===== src/rtl/ternary_matvec_stream_if.sv =====
// Handshake bundle for the streaming ternary matrix-vector engine:
// beat input channel (vector lanes + weight rows) and element output channel.
interface ternary_matvec_stream_if #(
  parameter int OutLen   = 7,
  parameter int BitWidth = 8,
  parameter int Lanes    = 2
);
  logic                          in_valid;
  logic                          in_ready;
  logic [Lanes*BitWidth-1:0]     vec_in;
  logic [2*Lanes*OutLen-1:0]     w_in;
  logic                          sat_en;
  logic                          out_valid;
  logic                          out_ready;
  logic signed [BitWidth-1:0]    vec_out;
  logic                          out_last;
  logic                          out_sat;

  modport master (
    output in_valid, vec_in, w_in, sat_en, out_ready,
    input  in_ready, out_valid, vec_out, out_last, out_sat
  );

  modport slave (
    input  in_valid, vec_in, w_in, sat_en, out_ready,
    output in_ready, out_valid, vec_out, out_last, out_sat
  );
endinterface


===== src/rtl/ternary_matvec_stream.sv =====
// Streaming ternary matrix-vector engine: accumulates OutLen column sums over
// InLen/Lanes beats, then serialises clipped results one element per cycle.
module ternary_matvec_stream #(
  parameter int InLen    = 14,
  parameter int OutLen   = 7,
  parameter int BitWidth = 8,
  parameter int Lanes    = 2,
  parameter int AccWidth = 12
) (
  input  logic                   clk,
  input  logic                   rst,
  ternary_matvec_stream_if.slave bus
);
  localparam int Beats = InLen / Lanes;
  localparam int BeatW = (Beats > 1) ? $clog2(Beats) : 1;
  localparam int IdxW  = (OutLen > 1) ? $clog2(OutLen) : 1;
  localparam logic [BeatW-1:0] LastBeat = BeatW'(Beats - 1);
  localparam logic [IdxW-1:0]  LastIdx  = IdxW'(OutLen - 1);
  localparam logic signed [AccWidth-1:0] MaxV =
    {{(AccWidth-BitWidth+1){1'b0}}, {(BitWidth-1){1'b1}}};
  localparam logic signed [AccWidth-1:0] MinV =
    {{(AccWidth-BitWidth+1){1'b1}}, {(BitWidth-1){1'b0}}};

  generate
    if (InLen % Lanes != 0) begin : g_bad_lanes
      $error("InLen must be a multiple of Lanes");
    end
    if (AccWidth < BitWidth + $clog2(InLen + 1)) begin : g_bad_acc
      $error("AccWidth too narrow for InLen full-scale sums");
    end
  endgenerate

  // Input is widened before negation so that -(most negative) is exact.
  function automatic logic signed [AccWidth-1:0] ternary_term(
    input logic [1:0] code, input logic signed [BitWidth-1:0] x);
    logic signed [AccWidth-1:0] xe;
    xe = x;
    case (code)
      2'b01:   ternary_term = xe;
      2'b11:   ternary_term = -xe;
      default: ternary_term = '0;
    endcase
  endfunction

  function automatic logic out_of_range(input logic signed [AccWidth-1:0] a);
    return (a > MaxV) || (a < MinV);
  endfunction

  function automatic logic signed [BitWidth-1:0] clip(
    input logic signed [AccWidth-1:0] a, input logic sat);
    if (sat && (a > MaxV))      return MaxV[BitWidth-1:0];
    else if (sat && (a < MinV)) return MinV[BitWidth-1:0];
    else                        return a[BitWidth-1:0];
  endfunction

  typedef enum logic {EMPTY, DRAIN} state_t;

  state_t                       state, state_n;
  logic [IdxW-1:0]              idx, idx_n;
  logic [BeatW-1:0]             beat;
  logic                         last_beat, in_fire, out_fire, load, last_n;
  logic signed [AccWidth-1:0]   acc_p0 [OutLen];
  logic signed [AccWidth-1:0]   sum_p0 [OutLen];
  logic signed [BitWidth-1:0]   obuf_p1 [OutLen];
  logic                         obuf_sat_p1 [OutLen];
  logic                         out_last_p1;

  assign last_beat     = (beat == LastBeat);
  assign bus.out_valid = (state == DRAIN);
  assign out_fire      = bus.out_valid && bus.out_ready;
  assign bus.in_ready  = !(last_beat && (state == DRAIN) && !(out_fire && out_last_p1));
  assign in_fire       = bus.in_valid && bus.in_ready;
  assign load          = in_fire && last_beat;
  assign bus.vec_out   = obuf_p1[0];
  assign bus.out_sat   = obuf_sat_p1[0];
  assign bus.out_last  = out_last_p1;

  // ---- stage p0: beat contribution onto running column sums
  always_comb begin
    for (int j = 0; j < OutLen; j++) begin
      sum_p0[j] = (beat == '0) ? '0 : acc_p0[j];
      for (int k = 0; k < Lanes; k++)
        sum_p0[j] = sum_p0[j] + ternary_term(bus.w_in[2*(k*OutLen+j) +: 2],
                                             bus.vec_in[k*BitWidth +: BitWidth]);
    end
  end

  always_ff @(posedge clk) begin
    if (in_fire)
      for (int j = 0; j < OutLen; j++) acc_p0[j] <= sum_p0[j];
  end

  always_ff @(posedge clk or posedge rst) begin
    if (rst) beat <= '0;
    else if (in_fire) beat <= last_beat ? '0 : beat + BeatW'(1);
  end

  // ---- stage p1: output buffer, shifted toward element 0 on each consume
  always_ff @(posedge clk or posedge rst) begin
    if (rst) begin
      for (int j = 0; j < OutLen; j++) begin
        obuf_p1[j]     <= '0;
        obuf_sat_p1[j] <= 1'b0;
      end
    end else if (load) begin
      for (int j = 0; j < OutLen; j++) begin
        obuf_p1[j]     <= clip(sum_p0[j], bus.sat_en);
        obuf_sat_p1[j] <= out_of_range(sum_p0[j]);
      end
    end else if (out_fire) begin
      for (int j = 0; j < OutLen - 1; j++) begin
        obuf_p1[j]     <= obuf_p1[j+1];
        obuf_sat_p1[j] <= obuf_sat_p1[j+1];
      end
      obuf_p1[OutLen-1]     <= '0;
      obuf_sat_p1[OutLen-1] <= 1'b0;
    end
  end

  always_comb begin
    state_n = state;
    idx_n   = idx;
    case (state)
      EMPTY: if (load) begin
        state_n = DRAIN;
        idx_n   = '0;
      end
      DRAIN: if (out_fire) begin
        if (idx == LastIdx) begin
          state_n = load ? DRAIN : EMPTY;
          idx_n   = '0;
        end else begin
          idx_n = idx + IdxW'(1);
        end
      end
      default: state_n = EMPTY;
    endcase
    last_n = (state_n == DRAIN) && (idx_n == LastIdx);
  end

  always_ff @(posedge clk or posedge rst) begin
    if (rst) begin
      state       <= EMPTY;
      idx         <= '0;
      out_last_p1 <= 1'b0;
    end else begin
      state       <= state_n;
      idx         <= idx_n;
      out_last_p1 <= last_n;
    end
  end
endmodule


===== src/flat_wrapper.sv =====
// flat-port wrapper written by rule: the top's interface ports become plain ports
module ternary_matvec_stream_flat 
#(
  parameter int InLen    = 14,
  parameter int OutLen   = 7,
  parameter int BitWidth = 8,
  parameter int Lanes    = 2,
  parameter int AccWidth = 12
)
  (clk, rst, bus_in_valid, bus_vec_in, bus_w_in, bus_sat_en, bus_out_ready, bus_in_ready, bus_out_valid, bus_vec_out, bus_out_last, bus_out_sat);
  ternary_matvec_stream_if #(.OutLen(OutLen), .BitWidth(BitWidth), .Lanes(Lanes)) bus_i ();
  input  logic clk;
  input  logic rst;
  input wire logic [$bits(bus_i.in_valid)-1:0] bus_in_valid;
  input wire logic [$bits(bus_i.vec_in)-1:0] bus_vec_in;
  input wire logic [$bits(bus_i.w_in)-1:0] bus_w_in;
  input wire logic [$bits(bus_i.sat_en)-1:0] bus_sat_en;
  input wire logic [$bits(bus_i.out_ready)-1:0] bus_out_ready;
  output wire logic [$bits(bus_i.in_ready)-1:0] bus_in_ready;
  output wire logic [$bits(bus_i.out_valid)-1:0] bus_out_valid;
  output wire logic [$bits(bus_i.vec_out)-1:0] bus_vec_out;
  output wire logic [$bits(bus_i.out_last)-1:0] bus_out_last;
  output wire logic [$bits(bus_i.out_sat)-1:0] bus_out_sat;
  assign bus_i.in_valid = bus_in_valid;
  assign bus_i.vec_in = bus_vec_in;
  assign bus_i.w_in = bus_w_in;
  assign bus_i.sat_en = bus_sat_en;
  assign bus_i.out_ready = bus_out_ready;
  assign bus_in_ready = bus_i.in_ready;
  assign bus_out_valid = bus_i.out_valid;
  assign bus_vec_out = bus_i.vec_out;
  assign bus_out_last = bus_i.out_last;
  assign bus_out_sat = bus_i.out_sat;
  ternary_matvec_stream #(.InLen(InLen), .OutLen(OutLen), .BitWidth(BitWidth), .Lanes(Lanes), .AccWidth(AccWidth)) u_core (.clk(clk), .rst(rst), .bus(bus_i));
endmodule

===== config.mk =====
export PLATFORM = sky130hd
export DESIGN_NAME = ternary_matvec_stream_flat
export DESIGN_NICKNAME = d
export VERILOG_FILES = /design/src/rtl/ternary_matvec_stream_if.sv /design/src/rtl/ternary_matvec_stream.sv /design/src/flat_wrapper.sv
export SDC_FILE = /design/constraint.sdc
export NUM_CORES = 1
export LEC_CHECK = 0
export CORE_MARGIN = 2
export CORE_UTILIZATION = 45
export CTS_CLUSTER_SIZE = 10
export DETAILED_ROUTE_END_ITERATION = 6
export PLACE_DENSITY = 0.75
export SLEW_MARGIN = 20
export SYNTH_ARGS = -nofsm -noshare
export SYNTH_HDL_FRONTEND = slang
export SYNTH_SLANG_ARGS = --single-unit

===== constraint.sdc =====
create_clock -name clk -period 5.15 [get_ports clk]
set_clock_uncertainty 0.2 [all_clocks]
set_input_delay 1.03 -clock clk [delete_from_list [all_inputs] [get_ports clk]]
set_output_delay 1.03 -clock clk [all_outputs]
set_load 0.01 [all_outputs]

# Word-level counts from Yosys, hierarchy flattened
# Memory sizes are Yosys's and may differ from the RTL's.
# Cells that the tools add are included.
word_totals:
  regBits: 71
  mem_bits_rw: 84
  inputBits: 49
  out_inout_bits: 12
  memories: 1
op_classes:
  n_addsub: 18
  magnitude_cmp: 14
  eq_ne: 31
  mux: 50
  bitwise: 1
  n_reduce_logical: 32
memory_table:
  columns: ["name", "depth", "width", "rd", "rd_clocked_by_memory_dff", "wr", "line_no", "text"]
  rows:
  - ["u_core.acc_p0", 7, 12, 7, 0, 7, "ternary_matvec_stream.sv:62", "logic signed [AccWidth-1:0] acc_p0 [OutLen];"]
op_table:
  columns: ["cell", "n"]
  rows:
  - ["12-bit one-hot mux with 2 select lines", 14]
  - ["12-bit adder", 14]
  - ["56-bit two-way mux", 2]
  - ["8-bit two-way mux", 14]
  - ["12-bit by 8-bit greater-than comparator with 1-bit output (second input constant)", 7]
  - ["12-bit by 8-bit < comparator with 1-bit output (second input constant)", 7]
  - ["12-bit two-way mux", 7]
  - ["2-bit by 1-bit == test with 1-bit output (second input constant)", 14]
  - ["2-bit == test (second input constant)", 14]
  - ["8-bit negation with 12-bit output", 2]
  - ["1-bit logical AND", 21]
  - ["7-bit two-way mux", 2]
  - ["3-bit two-way mux", 4]
  - ["3-bit == test (second input constant)", 3]
  - ["1-bit logical OR", 7]
  - ["3-bit by 1-bit adder with 3-bit output (second input constant)", 2]
  - ["3-bit one-hot mux with 2 select lines", 1]
  - ["1-bit two-way mux", 5]
  - ["3-bit zero test", 1]
  - ["1-bit zero test", 2]
  - ["1-bit one-hot mux with 2 select lines", 1]
  - ["2-bit nonzero test", 1]
  - ["1-bit inverter", 1]

# Longest topological paths before layout
# Gate-level depths: netlist of the first run.
depth:
  depth_word: 12
  mapped_depth: 22
  mapped_depth_nobuf: 20

# Worst setup path before layout of the first run
# No wires, ideal clock.
synth_path:
  path_type: "input to register"
  startpoint: "input bus_out_ready"
  endpoint: "register u_core.obuf_p1[16] (netlist name)"
  setup_ps: 136
  arrival_ps: 5984
  required_time_ps: 4814
  slack_ps: -1170
  path_stages: 8
  n_path_buf: 1
  cell_sequence: "clkbuf_1 > nand2_1 > nand3_1 > and2_0 > nand2_1 > a31oi_1 > or2_1 > o311ai_2"
synth_between:
  elab_chain_len: 8
synth_lines:
  columns: ["element", "line_no", "text"]
  rows:
  - ["from (decl)", "flat_wrapper.sv:18", "input wire logic [$bits(bus_i.out_ready)-1:0] bus_out_ready;"]
  - ["1-bit logical AND *", "ternary_matvec_stream.sv:70", "assign out_fire = bus.out_valid && bus.out_ready;"]
  - ["1-bit logical AND *", "ternary_matvec_stream.sv:71", "assign bus.in_ready = !(last_beat && (state == DRAIN) && !(out_fire && out_last_p1));"]
  - ["1-bit zero test *", "ternary_matvec_stream.sv:71", null]
  - ["1-bit logical AND *", "ternary_matvec_stream.sv:71", null]
  - ["1-bit zero test *", "ternary_matvec_stream.sv:71", null]
  - ["via bus_in_ready", "flat_wrapper.sv:19", "output wire logic [$bits(bus_i.in_ready)-1:0] bus_in_ready;"]
  - ["1-bit logical AND *", "ternary_matvec_stream.sv:72", "assign in_fire = bus.in_valid && bus.in_ready;"]
  - ["via u_core.in_fire", "ternary_matvec_stream.sv:61", "logic last_beat, in_fire, out_fire, load, last_n;"]
  - ["1-bit logical AND *", "ternary_matvec_stream.sv:73", "assign load = in_fire && last_beat;"]
  - ["56-bit two-way mux / 2-bit nonzero test (equally long branches)", null, null]
  - ["to (signal, indexed assignment)", "ternary_matvec_stream.sv:107", "obuf_p1[j] <= clip(sum_p0[j], bus.sat_en);"]
  - ["to (signal, indexed assignment)", "ternary_matvec_stream.sv:112", "obuf_p1[j] <= obuf_p1[j+1];"]
  - ["to (decl)", "ternary_matvec_stream.sv:64", "logic signed [BitWidth-1:0] obuf_p1 [OutLen];"]
# Mark *: on every way through the listed nets, which the timed path passes. The rest lies on a longest branch.
# A chain may end at the register's enable or synchronous reset.

==> qor.yml, run 1 <==
clocking:
  cts_tree: "done"
  numCtsBuffers: 17
  cts_root_buffer: "clkbuf_16"
  clockBufferDepth: 2
  htreeDepth: 4
  cts_sinks: 155
  cts.clk_slew.worst_paths_ps: 60
  insertion_delay_ps: 450
die:
  die_y_um: 186.4
  start_util_pct: 45.89
  io_pins: 61
  fp-row-count: 66
  die_area_sq_um: 34740
  design.core.area_sq_um: 32620
  die_x_um: 186.4
power_and_ir_drop:
  pwr-share-seq_pct: 17.5
  p_sw_mw: 6.756
  internal_power_mw: 8.226
  pwr-share-comb_pct: 74.0
  p_clk_share_pct: 8.6
  leakagePower_nw: 9.268
  finalPower_mw: 14.98
  switching_share_pct: 45.09
  ir_worst_vdd_mv: 0.3687
  p_per_area_nw_per_um2: 761.5
detailed_routing:
  ant_nets: 0
  vias: 14530
  wire_per_inst_um: 19.99
  drtPass1Iterations: 6
  drc: 0
  drt_iter0_markers: 1422
  via_per_inst: 5.710
  wl_mm: 50.88
logic_synthesis:
  async_flop_share_pct: 45.81
  synth_compound_area_share_pct: 15.94
  yosys_warnings: 0
  synthAdderAreaFrac_pct: 17.25
  ys_types: 76
  synth_simple_gate_area_share_pct: 18.33
  synth_edf_count: 84
  synth_area_sq_um: 14970
  syn_avg_cell_area_sq_um: 8.437
  ys_ff_latch: 155
  syn_nets: 1979
  synth-xor-area-share_pct: 9.538
  synth_ff_type: "edfxtp_1"
  yosysSeqAreaShare_pct: 28.72
  muxShareOfSynthArea_pct: 1.981
  synth_top_family_by_area: "simple AND/OR/NAND/NOR gates"
  synth_cells: 1774
layout:
  mostFrequentLayoutCell: "nand2_1"
  fin_cells: 2545
  drive_gt1_share_pct: 26.01
  fill_cells: 2695
  seqCellArea_sq_um: 4299
  final_area_sq_um: 19680
  fin_nets: 2295
  multi_input_area_sq_um: 10230
  diodes: 0
  syn2layout_area_growth_pct: 31.45
  final_cell_mix: "365 x nand2_1, 326 x buf_4, 206 x inv_1"
setup_path:
  crit_type: "primary input to flip-flop"
  endpoint_kind: "flip-flop"
  required_ps: 5260
  critPathArrivalTime_ps: 5220
  cp_max_fo: 8
  startpoint_type: "primary input"
global_route:
  globalRoute.totalOverflow: 0
  met2_usage_pct: 47.82
  grt.total_usage_pct: 28.82
  globalRouteMet1Util_pct: 35.55
  grt_max_degree: 47
  met3_usage_pct: 5.435
  grt-busiest-layer: "met2"
  grt_pass1_wl_mm: 77.94
  grt_pass1_vias: 14460
  antenna_found_initial: 0
placed_design:
  gp_congestion: 1.004
  dp_cells: 2490
  portBuffers: 60
  hpwl_mm: 37.86
  post_dp_cell_area_sq_um: 18350
  pre_cts_ws_ps: -994.8
run_status:
  status: "finished clean"
timing:
  slew_headroom_pct: 36.83
  worstMarginPinSlew_ps: 947.6
  holdWs_ps: 298.9
  fin_ws_ps: 32.86
  drv_slew: 0
  max_freq_mhz: 195.4
  hold_viol: 0
  min_period_over_period_pct: 99.36
  setup_viol: 0
  rsz0062_at_grt: "true"
  min_period_ps: 5117
min_path:
  hp-class: "flip-flop to flip-flop"
flow_run:
  drv_cap: 0
-- per-stage QoR --
stage          utilization, %  TNS, ps
2_1_floorplan               -    -2828
3_3_place_gp            56.24   -56620
3_5_place_dp            56.24   -62630
4_1_cts                 58.96   -40.23
5_1_grt                 60.32   -637.5
6_report                60.32        0
-- power by group through the flow --
stage	Combinational, mW	Sequential, mW	Clock, mW
after floorplan	6.12	2.46	0
after CTS	10.3	2.60	1.28
after global routing	12.1	2.66	1.34
after global placement	9.53	2.59	0
final	11.1	2.62	1.28
after detailed placement	9.89	2.61	0
-- critical path, stage by stage --
cell	delay (ps)
dlygate4sd2_1	280
buf_4	260
nor2_4	80
nand2_1	90
buf_4	170
nand2_1	80
xnor2_1	300
nand2_1	160
fa_1	570
inv_1	50
ha_1	320
nor2_1	160
o21ai_2	80
a31o_2	250
a21oi_2	170
xnor2_2	100
or4_4	570
a31oi_4	220
buf_12	150
o221ai_2	110
-- synth_stat cells, drive strengths merged (14+ instances only) --
| cell | n | area (sq um) |
|---|---|---|
| nand2 | 372 | 1396 |
| inv | 211 | 792.0 |
| xnor2 | 130 | 1139 |
| a21oi | 108 | 540.5 |
| edfxtp | 84 | 2522 |
| fa | 84 | 1682 |
| clkbuf | 81 | 304.0 |
| ha | 72 | 900.9 |
| dfrtp | 71 | 1777 |
| o21ai | 70 | 350.3 |
| nor2 | 52 | 195.2 |
| nand2b | 42 | 262.8 |
| xor2 | 33 | 289.0 |
| o221ai | 31 | 271.5 |
| mux2i | 24 | 240.2 |
| a21o | 22 | 165.2 |
| nor2b | 21 | 131.4 |
| buf | 20 | 132.6 |
| a211oi | 17 | 127.6 |
| nor3 | 14 | 75.07 |
| o211ai | 14 | 140.1 |
| o21a | 14 | 105.1 |
-- registers in the layout, summed over array words and instances, names as in the netlist --
name,count
u_core.obuf_sat_p1,6
u_core.bus.vec_out,8
u_core.bus.out_last,1
u_core.bus.out_sat,1
u_core.acc_p0,84
u_core.beat,3
u_core.obuf_p1,48
u_core.bus.out_valid,1
u_core.idx,3
-- logic make-up (layout without fill, tap and decap cells) --
| logic type | Yosys count | after routing |
|---|---|---|
| AO/OA/AOI/OAI | 355 | 355 |
| XOR/XNOR | 163 | 163 |
| adder cells (fa/ha/maj) | 156 | 156 |
| buffers and inverters | 313 | 642 |
| flip-flops | 155 | 155 |
| multiplexers | 29 | 29 |
| AND/OR/NAND/NOR | 603 | 603 |
-- per-layer routing --
metal / vias up / part of all wire (%)
li1: 6554 / -
met1: 6991 / 38
met2: 785 / 47
met3: 201 / 8.7
met4: 0 / 6.1
met5: - / 0
-- timing repair --
action,in CTS,in global routing
endpoints found under the hold margin,0,0
endpoints found under the setup margin,71,65
pin swaps,29,49
hold buffers,0,0
resized for setup,77,95
setup buffers,15,8
-- cell type report --
type,instances,area share [%]
repair buffers,398,16.41
flip-flops and latches,155,21.85
clock buffers,24,2.455
clock inverters,8,0.4324
inverters,212,4.045
well taps,442,2.811
multi-input cells,1306,52.00
-- final timing paths --
check                           cells after the start  slack (ps)                     to                  start
worst max-delay path                               20          30      u_core.obuf_p1[8]         bus_vec_in[11]
max in group asynchronous                           3        2840     u_core.obuf_p1[45]                    rst
worst min-delay path                                2         300  u_core.bus.vec_out[2]  u_core.bus.vec_out[2]
worst min register to register                      2         300  u_core.bus.vec_out[2]  u_core.bus.vec_out[2]
worst max register to register                     17         360     u_core.obuf_p1[39]         u_core.beat[2]
min in group asynchronous                           2         900    u_core.bus.out_last                    rst
Note: power is estimated with default switching activity, not from simulation.
==> run 2, diff against run 1 <==
--- a/config.mk
+++ b/config.mk
@@ -5,7 +5,8 @@
 export SDC_FILE = /design/constraint.sdc
 export NUM_CORES = 1
 export LEC_CHECK = 0
-export CORE_MARGIN = 2
+export CAP_MARGIN = 10
+export CORE_MARGIN = 10
 export CORE_UTILIZATION = 45
 export CTS_CLUSTER_SIZE = 10
 export DETAILED_ROUTE_END_ITERATION = 6
==> run 2 against run 1 <==
Maximum frequency is 0.86% higher. Sequential power hardly changed. Critical path depth stayed put. Core utilization is 0.27 points higher. Cell count is 0.90% higher. Clock-buffer cell count is 5 lower. Worst hold slack worse by 12 ps. Highest routed layer unchanged.
==> qor.yml, run 2 (same netlist as run 1, synthesis figures left out) <==
layout:
  final_cell_mix: "362 x nand2_1, 343 x buf_4, 201 x inv_1"
  final_area_sq_um: 19810  # +0.71%
  fin_nets: 2318  # +1.0%
  drive_gt1_share_pct: 26.34  # +0.33 points
  fill_cells: 2750  # +2.0%
  diodes: 0  # unchanged
  syn2layout_area_growth_pct: 32.37
  largest_reg_flops: 84  # unchanged
  mostFrequentLayoutCell: "nand2_1"
  top_register: "u_core.acc_p0"
setup_path:
  rr_startpoint: "u_core.beat[2]"
  crit_type: "primary input to flip-flop"
  slowest_stage: "or4_4"
  timing.rr.end: "u_core.bus.vec_out[0]"
  reg2reg_slack_ps: 440  # +80 ps
  cp_max_fo: 7  # -1
  critPathArrivalTime_ps: 5220  # about the same
  endpoint_kind: "flip-flop"
  crit_family: "simple AND/OR/NAND/NOR gates"
  crit_buf_inv: 6  # +1
  crit_chain: "buf_8 -> or4_4 -> or4_4 -> buf_12 -> buf_8 -> nand2_4 -> xnor2_2 -> nand2_1 -> fa_1 -> inv_2 -> ha_4 -> a21oi_4 -> o211ai_1 -> buf_4 -> a2111oi_4 -> nor3b_4 -> buf_4 -> a311o_1 -> and2_4 -> o311ai_2"
  critPathMaxStageDelay_ps: 530  # -40 ps
  rr_worst_depth: 16  # -1
  startpoint_type: "primary input"
  required_ps: 5300  # +40 ps
min_path:
  hold_end: "u_core.bus.vec_out[2]"
  hp-class: "flip-flop to flip-flop"
  min_path_cells: 2  # unchanged
  worstHoldStart: "u_core.bus.vec_out[2]"
timing:
  setup_viol: 0  # unchanged
  hold_viol: 0  # unchanged
  min_period_ps: 5074  # -43.43 ps
  drv_slew: 0  # unchanged
  rsz0062_at_grt: "true"
  max_freq_mhz: 197.1  # +0.86%
  min_period_over_period_pct: 98.52  # -0.84 points
  worstMarginPinSlew_ps: 933.9  # -13.66 ps
  holdWs_ps: 286.9  # -11.97 ps
  slew_headroom_pct: 37.59  # +0.76 points
  setup_tns_ps: 0  # unchanged
clocking:
  numCtsBuffers: 17  # unchanged
  cts_sinks: 155  # unchanged
  cts.clk_slew.worst_paths_ps: 70  # about the same
  htreeDepth: 4  # unchanged
  cts_root_buffer: "clkbuf_16"
  cts_tree: "done"
  clockBufferDepth: 2  # unchanged
  hold_buffers: 0  # unchanged
  insertion_delay_ps: 450  # about the same
placed_design:
  post_dp_cell_area_sq_um: 18390  # +0.26%
  hpwl_mm: 38.29  # +1.1%
  gp_congestion: 1.004  # about the same
  portBuffers: 60  # unchanged
global_route:
  grt.total_usage_pct: 24.57  # -4.3 points
  antenna_found_initial: 0  # unchanged
  globalRoute.totalOverflow: 0  # unchanged
  grt_pass1_wl_mm: 79.33  # +1.8%
  grt_max_degree: 47  # unchanged
  grt_pass1_vias: 14370  # -0.61%
die:
  start_util_pct: 45.77  # -0.12 points
  die_x_um: 202.4  # +8.6%
  die_y_um: 202.4  # +8.6%
  io_pins: 61  # unchanged
  design.core.area_sq_um: 32700  # +0.25%
  fp-row-count: 66  # unchanged
  die_area_sq_um: 40960  # +18%
detailed_routing:
  ant_nets: 0  # unchanged
  via_per_inst: 5.574  # -2.4%
  wire_per_inst_um: 19.91  # -0.39%
  vias: 14320  # -1.5%
  drc: 0  # unchanged
  drtPass1Iterations: 6  # unchanged
  drt_iter0_markers: 1415  # -0.49%
  wl_mm: 51.14  # +0.51%
flow_run:
  drv_cap: 0  # unchanged
power_and_ir_drop:
  leakagePower_nw: 9.372  # +1.1%
  ir_worst_vdd_mv: 0.3980  # +7.9%
  p_per_area_nw_per_um2: 749.8  # -1.5%
run_status:
  status: "finished clean"
## run 2: cell types whose count changed in the layout (fill, tap and decap cells not counted), moves of 4 or more
cell      delta
a211oi_1     +5
a211oi_2     -5
buf_4       +17
buf_6        +7
clkbuf_1     -4
inv_1        -5
inv_2        +5
nand2_4      +5
## run 2: stage by stage
| stage | utilization [%] | power (mW) | instances | setup slack (ps) |
|---|---|---|---|---|
| after floorplan | - | 8.580 | 1774 | -216.0 |
| after global placement | 56.24 | 12.12 | 2503 | -900.4 |
| after detailed placement | 56.24 | 12.42 | 2503 | -1048 |
| after CTS | 59.29 | 14.20 | 2558 | -17.29 |
| after global routing | 60.59 | 15.96 | 2568 | -55.76 |
| final | 60.59 | 14.86 | 2568 | 76.29 |
## run 2: how the worst max path moves through the flow
stage | from | slack [ps] | end | cells after the start
6_report | bus_vec_in[3] | 80 | u_core.obuf_p1[34] | 20
5_1_grt | bus_vec_in[3] | -60 | u_core.obuf_p1[0] | 19
4_1_cts | bus_vec_in[4] | -20 | u_core.obuf_p1[28] | 20
3_5_place_dp | bus_vec_in[5] | -1050 | u_core.obuf_p1[30] | 18
3_3_place_gp | bus_vec_in[1] | -900 | u_core.obuf_p1[32] | 21
2_1_floorplan | bus_vec_in[5] | -220 | u_core.obuf_p1[32] | 19
## run 2: final cells by class
type                       count  area, sq um  share of cell area [%]
multi-input combinational   1306        10180                   51.40
sequential                   155         4299                   21.70
timing repair buffer         421         3402                   17.17
inverter                     212        795.8                   4.016
tap                          442        553.0                   2.791
clock buffer                  19        442.9                   2.235
clock inverter                13        137.6                  0.6946
## run 2: report_power, final
group / internal [mW] / switching [mW]
sequential: 2.27 / 0.335
combinational: 5.25 / 5.69
clock: 0.730 / 0.578
total: 8.25 / 6.60
## run 2: what timing repair did
action,CTS,global route
setup endpoints to repair,71,60
pin swaps,47,49
buffers inserted,24,11
resized for setup,83,95
## run 2: worst reg2reg max path: stages (launching register included)
cell and delay [ps]:
dfrtp_1 370, or3_2 640, buf_4 240, nand2_1 100, fa_1 390, inv_1 100
ha_2 200, inv_1 50, fa_1 390, nor2b_1 160, o31a_1 220, nor4_2 80
or4_1 470, a41o_1 220, a311o_2 490, a21oi_2 200, o21ai_1 90
## run 2: metal layers
layer | part of all wire, % | global-route usage (%) | wire, um | up-vias
met2 | 48 | 41.33 | 24460 | 674
met3 | 8.3 | 4.318 | 4258 | 136
li1 | - | - | - | 6605
met1 | 39 | 30.49 | 20070 | 6900
met4 | 4.6 | 10.23 | 2347 | 0
met5 | 0 | 0 | 0 | -
